<file path="src/rtl/menu_pkg.sv">
// Shared types and constants for the SDRAM probe/clear sequencer.
// Probe step tables, cfg bit positions and the clear-limit rule.
package menu_pkg;

    typedef enum logic [3:0] {
        S_INIT,
        S_P_ISSUE,
        S_P_GUARD,
        S_P_WAIT,
        S_C_CHECK,
        S_C_ISSUE,
        S_C_GUARD,
        S_C_WAIT,
        S_C_GAP,
        S_DONE
    } probe_state_t;

    localparam int PROBE_STEPS = 7;

    // Steps 0..3 are writes, 4..6 are the read-backs.
    localparam logic [2:0] PROBE_FIRST_READ = 3'd4;
    localparam logic [2:0] PROBE_LAST       = 3'd6;

    // W0, W1, W2, decoy W3, then R0, R1, R2.
    localparam logic [26:0] PROBE_ADDR [PROBE_STEPS] = '{
        27'h4000000, 27'h2000000, 27'h0000000, 27'h1000000,
        27'h4000000, 27'h2000000, 27'h0000000
    };

    localparam logic [15:0] PROBE_DATA [PROBE_STEPS] = '{
        16'd3128, 16'd2064, 16'd1032, 16'd12345,
        16'd3128, 16'd2064, 16'd1032
    };

    localparam int CFG_PROBE_DONE = 15;
    localparam int CFG_CLEAR_DONE = 14;

    // Words to zero: the largest region found, or a fixed
    // override when simulating.
    function automatic logic [27:0] clear_limit(
        input logic [2:0] flags,
        input int         sim_words
    );
        if (sim_words != 0)
            return 28'(sim_words);
        else if (flags[2])
            return 28'h8000000;
        else if (flags[1])
            return 28'h4000000;
        else if (flags[0])
            return 28'h2000000;
        else
            return 28'h0;
    endfunction

endpackage

</file>
<file path="src/rtl/sdram_probe_clear_if.sv">
// Word-port bundle between the sequencer and the SDRAM controller.
// master = command issuer, slave = controller side.
interface sdram_probe_clear_if;

    logic        sd_ready;
    logic [15:0] sd_dout;
    logic [26:0] sd_addr;
    logic [15:0] sd_din;
    logic        sd_we;
    logic        sd_rd;

    modport master (
        input  sd_ready,
        input  sd_dout,
        output sd_addr,
        output sd_din,
        output sd_we,
        output sd_rd
    );

    modport slave (
        output sd_ready,
        output sd_dout,
        input  sd_addr,
        input  sd_din,
        input  sd_we,
        input  sd_rd
    );

endinterface

</file>
<file path="src/rtl/sdram_probe_clear.sv">
// Power-up owner of the SDRAM word port: aliasing size probe,
// then a zero sweep of the detected range.
module sdram_probe_clear
    import menu_pkg::*;
#(
    parameter int CLEAR_GAP       = 0,
    parameter int SIM_CLEAR_WORDS = 0
) (
    input  logic                 clk_sys,
    input  logic                 reset_n,
    input  logic                 start,
    input  logic                 hold,
    sdram_probe_clear_if.master  sd,
    output logic [15:0]          cfg,
    output logic                 busy
);

    localparam int GW = (CLEAR_GAP > 1) ? $clog2(CLEAR_GAP) : 1;

    probe_state_t state_q, state_d;
    logic [2:0]   step_q, step_d;
    logic [27:0]  addr_q, addr_d;
    logic [GW-1:0] gap_q, gap_d;
    logic [15:0]  cfg_q, cfg_d;
    logic [26:0]  sd_addr_q, sd_addr_d;
    logic [15:0]  sd_din_q, sd_din_d;
    logic         we_q, we_d;
    logic         rd_q, rd_d;

    logic         can_issue;
    logic         is_wr;
    logic         hit;
    logic [27:0]  limit;

    assign can_issue = sd.sd_ready && !hold;
    assign is_wr     = (step_q < PROBE_FIRST_READ);
    assign hit       = (sd.sd_dout == PROBE_DATA[step_q]);
    assign limit     = clear_limit(cfg_q[2:0], SIM_CLEAR_WORDS);

    assign sd.sd_addr = sd_addr_q;
    assign sd.sd_din  = sd_din_q;
    assign sd.sd_we   = we_q;
    assign sd.sd_rd   = rd_q;
    assign cfg        = cfg_q;
    assign busy       = (state_q != S_DONE);

    // State, counters and registered bus outputs.
    always_ff @(posedge clk_sys or negedge reset_n) begin
        if (!reset_n) begin
            state_q   <= S_INIT;
            step_q    <= '0;
            addr_q    <= '0;
            gap_q     <= '0;
            cfg_q     <= '0;
            sd_addr_q <= '0;
            sd_din_q  <= '0;
            we_q      <= 1'b0;
            rd_q      <= 1'b0;
        end else begin
            state_q   <= state_d;
            step_q    <= step_d;
            addr_q    <= addr_d;
            gap_q     <= gap_d;
            cfg_q     <= cfg_d;
            sd_addr_q <= sd_addr_d;
            sd_din_q  <= sd_din_d;
            we_q      <= we_d;
            rd_q      <= rd_d;
        end
    end

    // Next-state, command issue and cfg updates.
    always_comb begin
        state_d   = state_q;
        step_d    = step_q;
        addr_d    = addr_q;
        gap_d     = gap_q;
        cfg_d     = cfg_q;
        sd_addr_d = sd_addr_q;
        sd_din_d  = sd_din_q;
        we_d      = 1'b0;
        rd_d      = 1'b0;

        unique case (state_q)
            S_INIT: begin
                step_d = '0;
                if (sd.sd_ready)
                    state_d = S_P_ISSUE;
            end

            S_P_ISSUE: begin
                if (can_issue) begin
                    sd_addr_d = PROBE_ADDR[step_q];
                    if (is_wr)
                        sd_din_d = PROBE_DATA[step_q];
                    we_d    = is_wr;
                    rd_d    = !is_wr;
                    state_d = S_P_GUARD;
                end
            end

            // Controller may not have dropped ready yet.
            S_P_GUARD: state_d = S_P_WAIT;

            S_P_WAIT: begin
                if (sd.sd_ready) begin
                    case (step_q)
                        3'd4:    cfg_d[2] = hit;
                        3'd5:    cfg_d[1] = hit;
                        3'd6:    cfg_d[0] = hit;
                        default: ;
                    endcase
                    if (step_q == PROBE_LAST) begin
                        cfg_d[CFG_PROBE_DONE] = 1'b1;
                        state_d = S_C_CHECK;
                    end else begin
                        step_d  = step_q + 3'd1;
                        state_d = S_P_ISSUE;
                    end
                end
            end

            S_C_CHECK: begin
                addr_d = '0;
                if (limit == '0) begin
                    cfg_d[CFG_CLEAR_DONE] = 1'b1;
                    state_d = S_DONE;
                end else begin
                    state_d = S_C_ISSUE;
                end
            end

            S_C_ISSUE: begin
                if (can_issue) begin
                    sd_addr_d = addr_q[26:0];
                    sd_din_d  = '0;
                    we_d      = 1'b1;
                    state_d   = S_C_GUARD;
                end
            end

            S_C_GUARD: state_d = S_C_WAIT;

            S_C_WAIT: begin
                if (sd.sd_ready) begin
                    if (addr_q + 28'd1 == limit) begin
                        cfg_d[CFG_CLEAR_DONE] = 1'b1;
                        state_d = S_DONE;
                    end else begin
                        addr_d = addr_q + 28'd1;
                        if (CLEAR_GAP > 0) begin
                            gap_d   = GW'(CLEAR_GAP - 1);
                            state_d = S_C_GAP;
                        end else begin
                            state_d = S_C_ISSUE;
                        end
                    end
                end
            end

            // Throttle between clear writes.
            S_C_GAP: begin
                if (gap_q == '0)
                    state_d = S_C_ISSUE;
                else
                    gap_d = gap_q - GW'(1);
            end

            S_DONE: begin
                if (start) begin
                    cfg_d   = '0;
                    state_d = S_INIT;
                end
            end

            default: state_d = S_INIT;
        endcase
    end

endmodule

</file>
<file path="src/flat_wrapper.sv">
// flat-port wrapper written by rule: the top's interface ports become plain ports
module sdram_probe_clear_flat import menu_pkg::*;
#(
    parameter int CLEAR_GAP       = 0,
    parameter int SIM_CLEAR_WORDS = 0
)
  (clk_sys, reset_n, start, hold, cfg, busy, sd_sd_ready, sd_sd_dout, sd_sd_addr, sd_sd_din, sd_sd_we, sd_sd_rd);
  sdram_probe_clear_if sd_i ();
  input  logic clk_sys;
  input  logic reset_n;
  input  logic start;
  input  logic hold;
  output logic [15:0] cfg;
  output logic busy;
  input wire logic [$bits(sd_i.sd_ready)-1:0] sd_sd_ready;
  input wire logic [$bits(sd_i.sd_dout)-1:0] sd_sd_dout;
  output wire logic [$bits(sd_i.sd_addr)-1:0] sd_sd_addr;
  output wire logic [$bits(sd_i.sd_din)-1:0] sd_sd_din;
  output wire logic [$bits(sd_i.sd_we)-1:0] sd_sd_we;
  output wire logic [$bits(sd_i.sd_rd)-1:0] sd_sd_rd;
  assign sd_i.sd_ready = sd_sd_ready;
  assign sd_i.sd_dout = sd_sd_dout;
  assign sd_sd_addr = sd_i.sd_addr;
  assign sd_sd_din = sd_i.sd_din;
  assign sd_sd_we = sd_i.sd_we;
  assign sd_sd_rd = sd_i.sd_rd;
  sdram_probe_clear #(.CLEAR_GAP(CLEAR_GAP), .SIM_CLEAR_WORDS(SIM_CLEAR_WORDS)) u_core (.clk_sys(clk_sys), .reset_n(reset_n), .start(start), .hold(hold), .sd(sd_i), .cfg(cfg), .busy(busy));
endmodule
</file>
<file path="config.mk">
export PLATFORM = sky130hd
export DESIGN_NAME = sdram_probe_clear_flat
export DESIGN_NICKNAME = d
export VERILOG_FILES = /design/src/rtl/menu_pkg.sv /design/src/rtl/sdram_probe_clear_if.sv /design/src/rtl/sdram_probe_clear.sv /design/src/flat_wrapper.sv
export SDC_FILE = /design/constraint.sdc
export NUM_CORES = 1
export LEC_CHECK = 0
export ABC_CLOCK_PERIOD_IN_PS = 3000
export BUFFER_PORTS_ARGS = -buffer_cell sky130_fd_sc_hd__buf_2
export CORE_MARGIN = 2
export CORE_UTILIZATION = 50
export CTS_CLUSTER_SIZE = 28
export DETAILED_ROUTE_END_ITERATION = 8
export GPL_TIMING_DRIVEN = 0
export PLACE_DENSITY = 0.75
export SYNTH_ARGS = -nofsm -noshare
export SYNTH_HDL_FRONTEND = slang
export SYNTH_SLANG_ARGS = --single-unit
</file>
<file path="constraint.sdc">
create_clock -name clk_sys -period 3 [get_ports clk_sys]
set_input_delay 0.6 -clock clk_sys [delete_from_list [all_inputs] [get_ports clk_sys]]
set_output_delay 0.6 -clock clk_sys [all_outputs]
set_load 0.01 [all_outputs]
</file>
Word level (Yosys, flattened, before mapping) --
Memory sizes are Yosys's and may differ from the RTL's. Index checks and enable logic that the tools add are counted.
Word-level totals: register bits after elaboration 86, bits in read-only memories 344, input port bits 21, output and inout bits 62, logic and storage cells 119, memories kept 2
Operators by class: $add $sub $neg 3, magnitude comparators 2, equality and inequality tests 30, muxes and demuxes 50, bitwise gates (word level) 1, reductions and logical operators 19
Memory list:
- (no name shown) | words 8, width 27, rd ports 1, clocked after Yosys merged registers in 0, wr ports 0, line sdram_probe_clear.sv:93 | sd_addr_d = PROBE_ADDR[step_q];
- (no name shown) | words 8, width 16, rd ports 1, clocked after Yosys merged registers in 0, wr ports 0, line sdram_probe_clear.sv:37 | assign hit = (sd.sd_dout == PROBE_DATA[step_q]);
Operators with widths (count):
- $mux 28 | 4
- $mux 27 | 4
- $mux 16 | 6
- $pmux 28 s2 | 1
- $pmux 27 s2 | 1
- $pmux 4 s10 | 1
- $mux 4 | 9
- $pmux 16 s2 | 1
- $add 28x1->28 const B | 1
- $eq 28x28->1 | 1
- $logic_not 28->1 | 1
- $mux 26 | 1
- $ne 2x2->1 const B | 9
- $eq 16x16->1 | 1
- $eq 4x3->1 const B | 4
- $reduce_and 4->1 | 4
- $mux 1 | 13
- $mux 3 | 4
- $ne 2x1->1 const B | 6
- $pmux 3 s2 | 2
- $eq 3x3->1 const B | 3
- $reduce_and 3->1 | 3
- $eq 4x2->1 const B | 2
- $eq 4x4->1 const B | 2
- 16 further kinds | 21

Depth between registers and ports, before layout --
word-level depth 8, mapped depth 11, depth with buffers taken out 9

Worst setup path before layout --
Ideal clock, no wire load.
path kind reg2reg, start register u_core.addr_q[0], end register u_core.addr_q[20], setup time 65 ps, data arrival time 3123 ps, required time 2935 ps, setup slack -188 ps, stages on the path, launching flop included 12, path buffers 2, clock period less this slack 3188 ps, cell sequence dfrtp_1 -> ha_1 -> nand4_2 -> or4_1 -> xnor2_1 -> o21a_1 -> or4b_4 -> nor4b_4 -> o21a_1 -> buf_6 -> buf_12 -> o22a_1
On the way: word-level cells in the longest chain between the ends 4, elaborated cells between the ends (all ways) 7, those cells by class add/sub (1); eq/ne (2); mux (3); reduce/logical (1)
RTL lines:
- from (decl) | line sdram_probe_clear.sv:22 | logic [27:0] addr_q, addr_d;
- from (signal assigned) | line sdram_probe_clear.sv:62 | addr_q <= addr_d;
- $add 28x1->28 * | line sdram_probe_clear.sv:146, sdram_probe_clear.sv:150
- $eq 28x28->1 / $mux 28 (equally long branches) | line sdram_probe_clear.sv:146 | if (addr_q + 28'd1 == limit) begin
- $ne 2x2->1 (no line) / $mux 28 (equally long branches)
- $reduce_and 3->1 (no line) / $pmux 28 s2 (equally long branches)
Every way passes the cells marked *; elsewhere a longest branch is shown, timed or not. The select of a mux whose other input is x is not followed. A chain may end at the register's enable or synchronous reset.

Worst setup path in the final report --
start register u_core.addr_q[0], end register u_core.addr_q[27]
The elaborated chain is that of the path after synthesis.

==> results.py <==
metrics = {
    "run_status": {
        "status": "complete, no violations",
    },
    "clock_network": {
        "cts_max_path_buffers": 2,
        "clock_latency_ns": 0.35,
        "cts_tree": "built",
        "numCtsBuffers": 9,
        "clock_sinks": 75,
        "htreeDepth": 3,
        "path_clk_slew_ns": 0.08,
        "holdBufCountCts": 0,
        "root_buffer": "clkbuf_8",
    },
    "synthesis": {
        "synth-seq-cells": 75,
        "synth_area_mm2": 0.00484,
        "synth_top_area_share_pct": 38.8,
        "syn_avg_cell_area_um2": 9.02,
        "synth_top_area_cell": "dfrtp_1",
        "synth_top_flop_cell": "dfrtp_1",
        "synthCells": 537,
        "ys_seq_area_share_pct": 38.8,
        "synth_edf_count": 0,
        "yosysWarnings": 0,
        "async_flop_share_pct": 100,
        "synthDistinctLibCells": 68,
        "synth.area.top_cells": "dfrtp_1 39%, nand2_1 5.9%, a22o_1 4.5%",
    },
    "drt": {
        "drt_iter0_drc": 332,
        "ant_nets": 0,
        "drcViolationCount": 0,
        "finalWirelength_um": 13100,
        "routed_via_density": 5.81,
        "drt_first_pass_iters": 6,
        "wire_per_inst_um": 16.8,
        "vias": 4538,
    },
    "power": {
        "vdd_drop_max_mv": 0.257,
        "power.density_mw_per_mm2": 561,
        "leakage_uw": 0.00294,
    },
    "floorplanning": {
        "dieHeight_um": 102,
        "num_rows": 35,
        "core_area_mm2": 0.00933,
        "fp.dieW_um": 102,
        "die_area_mm2": 0.0105,
        "initial_core_util_pct": 51.9,
        "io_pins": 83,
    },
    "critical_path": {
        "ff2ff_setup_slack_ns": 0.01,
        "cp-start-kind": "flop",
        "worstSetupEndpointType": "flop",
        "critPathArrivalTime_ns": 3.23,
        "r2r-start": "u_core.addr_q[0]",
        "cp_data_required_time_ns": 3.24,
        "rr_worst_depth": 11,
        "cp_max_fo": 4,
        "critPathKind": "flop to flop",
        "r2r_end": "u_core.addr_q[27]",
    },
    "placed_design": {
        "placed_area_mm2": 0.00544,
        "hpwlAfterDp_um": 9030,
        "gp_congestion": 0.921,
        "io_buffers": 63,
    },
    "grt": {
        "antenna_found_initial": 0,
        "met1_usage_pct": 35.9,
        "grt_pass1_vias": 4095,
        "met3_usage_pct": 5.06,
        "grt_pass1_wl_um": 20700,
        "grt_max_degree": 59,
        "grt_util_met2_pct": 39.0,
        "track_usage_pct": 25.4,
        "grt_overflow": 0,
        "top_usage_layer": "met2",
    },
    "timing": {
        "fmax_ghz": 0.335,
        "post-route-period-util_pct": 99.6,
        "drv_slew": 0,
        "setup_tns_ns": 0,
        "rsz0062_at_grt": "yes",
        "relSlewSlack_pct": 35.3,
        "worstMarginPinSlew_ns": 0.964,
        "setup_viol": 0,
        "fin_skew_ns": 0.0108,
        "min_period_ns": 2.99,
        "hold_viol": 0,
    },
    "final_layout": {
        "stdcell_area_mm2": 0.00588,
        "fin_nets": 675,
        "drive_above_1_share_pct": 27.3,
        "n_antenna_cell": 0,
        "area_growth_pct": 21.5,
    },
    "worst_hold_path": {
        "hold_path.class": "input port to async pin",
    },
    "run": {
        "cap_viol_max_count": 0,
    },
}
[metrics by stage]
stage	hold WS, ns	setup WS [ns]	power, uW	util (%)	cells
after detailed placement	0.472	-0.374	2470	58.3	748
after floorplan	0.304	0.0162	2120	-	555
after global routing	0.126	-0.104	3510	63.1	781
final	0.123	0.0118	3300	63.1	781
after global placement	0.459	-0.316	2430	57.9	747
after CTS	0.120	-0.0533	3260	61.4	774
[cell families after synthesis]
group / synth area share [%]
flip-flops: 38.8
buffers and inverters: 9.12
AND/OR/NAND/NOR: 25.7
adder cells (fa/ha/maj): 1.81
AO/OA/AOI/OAI: 19.7
other: 0.0774
multiplexers: 1.78
XOR/XNOR: 3.07
[flip-flops by register name, indices dropped and copies added, names as in the netlist]
name               cells
u_core.sd.sd_din       6
u_core.sd.sd_rd        1
u_core.sd.sd_addr     27
u_core.addr_q         28
u_core.cfg             5
u_core.step_q          3
u_core.sd.sd_we        1
u_core.state_q         4
[where the power goes]
part,leakage (uW),switching [uW],internal [uW]
Clock,0.0000914,372,384
Sequential,0.00102,113,1170
Combinational,0.00183,757,511
[how the worst max path moves through the flow]
stage                       from                end  slack, ns  cells after the start
6_report        u_core.addr_q[0]  u_core.addr_q[27]       0.01                     11
5_1_grt        u_core.addr_q[12]   u_core.addr_q[1]      -0.10                     13
4_1_cts         u_core.addr_q[0]   u_core.addr_q[1]      -0.05                     11
3_5_place_dp    u_core.addr_q[0]   u_core.addr_q[0]      -0.37                     11
3_3_place_gp    u_core.addr_q[0]   u_core.addr_q[0]      -0.32                     11
2_1_floorplan   u_core.addr_q[0]   u_core.addr_q[0]       0.02                     11
[layer usage]
| metal | part of all wire, % | up-vias |
|---|---|---|
| li1 | - | 2148 |
| met4 | 2.5 | 0 |
| met1 | 45 | 2175 |
| met3 | 6.3 | 35 |
| met2 | 46 | 180 |
| met5 | 0 | - |
[cell usage after synthesis, types with 5 or more instances]
| master | count |
|---|---|
| nand3_1 | 21 |
| inv_1 | 12 |
| o22ai_1 | 6 |
| xnor2_1 | 12 |
| nand2_1 | 76 |
| or3_1 | 8 |
| a22o_1 | 25 |
| nand4_1 | 12 |
| nor3_1 | 21 |
| a211o_2 | 5 |
| and3_1 | 11 |
| o21ai_0 | 25 |
| dfrtp_1 | 75 |
| buf_4 | 25 |
| ha_1 | 7 |
| nor4_1 | 11 |
| clkbuf_1 | 28 |
| xor2_1 | 5 |
| nor2_1 | 25 |
| mux2_2 | 5 |
| buf_2 | 8 |
| a21o_1 | 7 |
| o31ai_1 | 10 |
| a21oi_1 | 14 |
| a211o_1 | 6 |
[timing repair]
| item | 4_1_cts | 5_1_grt |
|---|---|---|
| setup endpoints to repair | 30 | 30 |
| setup buffers | 10 | 10 |
| gates resized for setup | 7 | 23 |
| pin swaps | 6 | 10 |
[placed cells by master (no fill, tap or decap), types with 4 or more instances in the layout]
cell type and instances:
buf_12 5, buf_4 44, nand3_1 21, or3_1 8, conb_1 19, dfrtp_2 4, xnor2_1 12, buf_2 65
a21oi_1 14, a211o_2 5, nand4_4 4, nand2_1 76, a22o_1 24, nor4_1 10, nor3_1 21, ha_1 6
a211o_1 6, dfrtp_1 71, a21o_1 7, nor2_1 24, o22a_1 4, mux2_2 5, and3_1 10, clkbuf_8 9
nor4_4 5, inv_1 11, nand2b_1 4, o22ai_1 6, nand4_1 12, o211ai_1 4, o31ai_1 10, xor2_1 5
buf_6 5, clkbuf_1 27, o21ai_0 25
[critical path, stage by stage, from the launching register on]
cell	delay [ns]
dfrtp_2	0.39
ha_4	0.15
nand4_4	0.08
or4_4	0.52
xnor2_1	0.15
o21a_1	0.20
or4b_4	0.54
buf_4	0.16
nor4_4	0.15
buf_4	0.19
a21oi_1	0.04
a211o_2	0.30
[area by class of cell]
class,instances,area [um^2]
clock buffer,13,139
clock inverter,3,40.0
inverter,12,45.0
buffer,64,418
tap,129,161
multi-input combinational,401,2670
fill,810,3440
sequential,75,1880
timing repair buffer,84,533
Note: power is estimated with default switching activity, not from simulation.
